$ cat src/rtl/n_adder_pkg.sv
// Shared ALU arithmetic definitions: carry-lookahead group width, the flag
// bundle carried alongside a registered result, and overflow detection.
package n_adder_pkg;

  localparam int ADDER_GROUP_W = 4;

  typedef struct packed {
    logic cout;
    logic ovf;
    logic zero;
  } adder_flags_t;

  // Two's complement overflow: the carry into the MSB disagrees with the carry out of it.
  function automatic logic signed_ovf(input logic c_into_msb, input logic c_out_msb);
    return c_into_msb ^ c_out_msb;
  endfunction

endpackage

$ cat src/rtl/n_adder_cla4.sv
// 4-bit carry-lookahead group: sum bits, group propagate/generate, and the
// carry into bit 3 so the top level can detect signed overflow.
module cla4
  import n_adder_pkg::*;
(
  input  logic [ADDER_GROUP_W-1:0] a,
  input  logic [ADDER_GROUP_W-1:0] b,
  input  logic                     ci,
  output logic [ADDER_GROUP_W-1:0] s,
  output logic                     P,
  output logic                     G,
  output logic                     c3
);

  logic [ADDER_GROUP_W-1:0] p;
  logic [ADDER_GROUP_W-1:0] g;
  logic                     c1;
  logic                     c2;

  assign p = a ^ b;
  assign g = a & b;

  // Every internal carry is a flat function of ci, so no ripple inside the group.
  assign c1 = g[0] | (p[0] & ci);
  assign c2 = g[1] | (p[1] & g[0]) | (p[1] & p[0] & ci);
  assign c3 = g[2] | (p[2] & g[1]) | (p[2] & p[1] & g[0]) | (p[2] & p[1] & p[0] & ci);

  assign s = p ^ {c3, c2, c1, ci};

  assign P = &p;
  assign G = g[3] | (p[3] & g[2]) | (p[3] & p[2] & g[1]) | (p[3] & p[2] & p[1] & g[0]);

endmodule

$ cat src/rtl/n_adder.sv
// N-bit adder for the ALU datapath: combinational sum/carry/overflow plus a
// one-cycle registered copy with a zero flag for pipelined consumers.
module n_adder
  import n_adder_pkg::*;
#(
  parameter int N = 32
) (
  input  logic         clk,
  input  logic         rst_n,
  input  logic [N-1:0] a,
  input  logic [N-1:0] b,
  input  logic         cin,
  output logic [N-1:0] s,
  output logic         cout,
  output logic         ovf,
  output logic [N-1:0] s_q,
  output logic         cout_q,
  output logic         ovf_q,
  output logic         zero_q
);

  localparam int NG = N / ADDER_GROUP_W;

  generate
    if (N <= 0 || (N % ADDER_GROUP_W) != 0) begin : g_bad_width
      $fatal(1, "n_adder: N=%0d must be a positive multiple of %0d", N, ADDER_GROUP_W);
    end
  endgenerate

  logic [NG:0]   c;
  logic [NG-1:0] grp_p;
  logic [NG-1:0] grp_g;
  logic [NG-1:0] grp_c3;
  logic          c_into_msb;
  logic          unused_c3;

  assign c[0] = cin;

  // Groups are chained by their P/G terms; only the last group's c3 feeds overflow.
  for (genvar gi = 0; gi < NG; gi++) begin : g_grp
    cla4 u_cla4 (
      .a  (a[ADDER_GROUP_W*gi +: ADDER_GROUP_W]),
      .b  (b[ADDER_GROUP_W*gi +: ADDER_GROUP_W]),
      .ci (c[gi]),
      .s  (s[ADDER_GROUP_W*gi +: ADDER_GROUP_W]),
      .P  (grp_p[gi]),
      .G  (grp_g[gi]),
      .c3 (grp_c3[gi])
    );
    assign c[gi+1] = grp_g[gi] | (grp_p[gi] & c[gi]);
  end

  assign cout       = c[NG];
  assign c_into_msb = grp_c3[NG-1];
  assign ovf        = signed_ovf(c_into_msb, cout);
  assign unused_c3  = ^grp_c3;

  logic [N-1:0] s_d;
  adder_flags_t flags_d;
  adder_flags_t flags_q;

  always_comb begin
    s_d          = s;
    flags_d.cout = cout;
    flags_d.ovf  = ovf;
    flags_d.zero = (s == '0);
  end

  always_ff @(posedge clk or negedge rst_n) begin
    if (!rst_n) begin
      s_q     <= '0;
      flags_q <= '0;
    end else begin
      s_q     <= s_d;
      flags_q <= flags_d;
    end
  end

  assign cout_q = flags_q.cout;
  assign ovf_q  = flags_q.ovf;
  assign zero_q = flags_q.zero;

endmodule

$ cat config.mk
export PLATFORM = sky130hd
export DESIGN_NAME = n_adder
export DESIGN_NICKNAME = d
export VERILOG_FILES = /design/src/rtl/n_adder_pkg.sv /design/src/rtl/n_adder_cla4.sv /design/src/rtl/n_adder.sv
export SDC_FILE = /design/constraint.sdc
export NUM_CORES = 1
export LEC_CHECK = 0
export CORE_MARGIN = 2
export CORE_UTILIZATION = 39
export CTS_CLUSTER_DIAMETER = 200
export DETAILED_ROUTE_END_ITERATION = 16
export HOLD_SLACK_MARGIN = 0.08
export PLACE_DENSITY = 0.86
export REMOVE_ABC_BUFFERS = 1
export SKIP_CTS_REPAIR_TIMING = 1
export SLEW_MARGIN = 20
export SYNTH_ARGS = -nofsm -noshare
export SYNTH_HDL_FRONTEND = slang
export SYNTH_SLANG_ARGS = --single-unit
$ cat constraint.sdc
create_clock -name clk -period 4 [get_ports clk]
set_input_delay 0.4 -clock clk [delete_from_list [all_inputs] [get_ports clk]]
set_output_delay 0.4 -clock clk [all_outputs]
set_load 0.005 [all_outputs]
==> results.py <==
metrics = {
    "cts": {
        "tritoncts": "built",
        "htreeDepth": 2,
        "cts_buffers": 5,
        "cts_root_buf": "clkbuf_8",
        "path_clk_slew_ps": 80,
        "clock_path_buffers": 2,
        "clock-sinks": 35,
    },
    "power_and_ir_drop": {
        "ir_drop_mv": 0.2423,
        "total_power_uw": 1722,
        "powerDensity_nw_per_um2": 340.9,
        "power.leakage_uw": 0.002412,
    },
    "timing": {
        "hold_viol": 0,
        "rsz0062_at_grt": "true",
        "setup_viol": 1,
        "max_freq_mhz": 219.5,
        "setup_ws_ps": -556.0,
        "fin_crit_sh": 1.139,
        "worst_slew_pin_slew_ps": 816.4,
        "final_max_slew_viol_count": 0,
        "relSlewSlack": 0.4557,
        "min_period_ps": 4556,
    },
    "placed_design": {
        "dpl.hpwl_mm": 7.225,
        "dpl.cell_count": 513,
        "gp_congestion": 0.9417,
        "port_buffers": 135,
    },
    "detailed_routing": {
        "firstDrtPassIters": 7,
        "met1_length_mm": 3.820,
        "drc": 0,
        "vias_per_cell": 5.526,
        "wl_per_cell_um": 19.88,
        "top_layer": "met4",
        "routed-wl-met3_um": 602,
        "drtAntennaViolNets": 0,
        "wl_mm": 10.58,
        "first_iter_violations": 153,
        "vias": 2940,
        "wl_met2_mm": 5.586,
    },
    "grt": {
        "grt_max_degree": 36,
        "antenna_found_initial": 1,
        "grt_overflow": 0,
        "grt_use_total": 0.2456,
        "grt_pass1_vias": 2798,
        "grt_pass1_wl_mm": 13.52,
    },
    "logic_synthesis": {
        "avgSynthCellArea_um2": 10.74,
        "synth_cell_types": 54,
        "synth_seq_area_share": 0.3577,
        "synthXorXnorAreaFrac": 0.07154,
        "ys.flop_type": "dfrtp_1",
        "synthCells": 228,
        "synthArstFlopShare": 1.000,
        "synth-simple-area-share": 0.1426,
        "ys_seq_elements": 35,
        "syn-cell-area_um2": 2449,
        "synth_top_family_by_area": "adder cells",
        "synth_fa_ha_area_frac": 0.2289,
        "yosysWarnings": 0,
        "synth-compound-area-share": 0.1707,
        "synth-edff-count": 0,
        "synth.mux.area_fraction": 0.008176,
    },
    "critical_path": {
        "required_ps": 4200,
        "crit_type": "primary input to flip-flop",
        "arrival_ps": 4760,
        "end_kind": "flip-flop",
        "worstSetupStartpointType": "primary input",
        "startpoint": "a[25]",
        "crit_end": "zero_q",
        "crit_fanout": 2,
    },
    "die": {
        "io-pin-count": 136,
        "die_y_um": 83.24,
        "coreArea_um2": 5991,
        "core.rowCount": 28,
        "die-area_um2": 6928,
        "start_util": 0.4087,
        "die_w_um": 83.24,
    },
    "min_path": {
        "min_path_type": "primary input to asynchronous set/reset pin",
    },
    "layout": {
        "layout_commonest_cell": "clkdlybuf4s50_1",
        "final_core_util": 0.8434,
        "instances_no_fill": 532,
        "regArea_um2": 875.8,
        "fillers": 294,
        "layout_common_cells": "clkdlybuf4s50_1, buf_4, dfrtp_1",
        "drive_gt1_frac": 0.3421,
        "area_growth_pct": 106.3,
        "nets": 562,
        "multi_input_area_um2": 1872,
    },
    "run": {
        "cap_violations": 0,
    },
    "outcome": {
        "status": "finished with violations",
        "violations": "setup timing",
    },
}
through the flow:
stage / instance area (um^2) / hold slack (ps) / TNS (ps) / setup slack [ps]
floorplan: 2436 / 104.4 / -546.4 / -546.4
global placement: 4462 / 514.2 / -1768 / -937.2
detailed placement: 4462 / 528.0 / -2850 / -1247
CTS: 4579 / 213.0 / -2705 / -943.2
global route: 5052 / 256.7 / -689.3 / -689.3
finish: 5052 / 181.7 / -556.0 / -556.0
logic make-up after synthesis:
group                    Yosys count
buffers and inverters             13
flip-flops                        35
adder cells (fa/ha/maj)           40
multiplexers                       2
XOR/XNOR                          20
AND/OR/NAND/NOR                   60
AO/OA/AOI/OAI                     58
worst min-delay path by stage:
stage                from       to  slack, ps  depth (start not counted)
floorplan           rst_n   cout_q        100                          0
global placement    rst_n  s_q[22]        510                          1
detailed placement  rst_n  s_q[22]        530                          1
CTS                 rst_n   zero_q        210                          1
global route        rst_n  s_q[28]        260                          1
finish              rst_n  s_q[26]        180                          1
synth_stat cells, drive strengths merged (4+ instances only):
cell / number / area share
a21o: 4 / 0.013
a21oi: 10 / 0.020
and3: 4 / 0.011
dfrtp: 35 / 0.36
fa: 8 / 0.065
ha: 32 / 0.16
inv: 10 / 0.015
nand2: 10 / 0.015
nand3: 4 / 0.0082
nand4: 4 / 0.010
nor2: 10 / 0.015
nor3: 4 / 0.0082
nor4: 6 / 0.018
o21ai: 8 / 0.016
o21bai: 7 / 0.021
or4: 4 / 0.013
xnor2: 9 / 0.032
xor2: 11 / 0.039
layer usage:
metal,GRT usage,vias to the layer above
met2,0.4457,159
met3,0.03777,51
met1,0.2897,1417
met4,0.09389,0
met5,0,-
li1,-,1313
flip-flops by register name, indices dropped and copies added, names as in the netlist:
signal and count:
zero_q 1, s_q 32, ovf_q 1, cout_q 1
critical path: stages:
cell and delay, ps:
clkdlybuf4s50_1 430, ha_1 260, buf_4 150, nor3_1 280
nor3_2 110, o31a_1 310, a41o_1 240, fa_2 380
xor2_2 170, nor4_2 340, nand4_1 190, or4_4 520
or4_1 490, a2111o_1 370, nor4_2 140
where the power goes:
| group | switching [uW] | internal [uW] |
|---|---|---|
| Clock | 141 | 202 |
| Combinational | 380 | 555 |
| Sequential | 19.9 | 425 |
| Total | 541 | 1180 |
cell type report:
type,count,area share
Multi-Input combinational cell,180,0.3705
Inverter,10,0.007429
Clock inverter,2,0.006934
Clock buffer,6,0.01634
Tap cell,75,0.01857
Antenna cell,1,0.0004953
Timing Repair Buffer,223,0.4064
Sequential cell,35,0.1734
(Power assumes the default switching activity.)
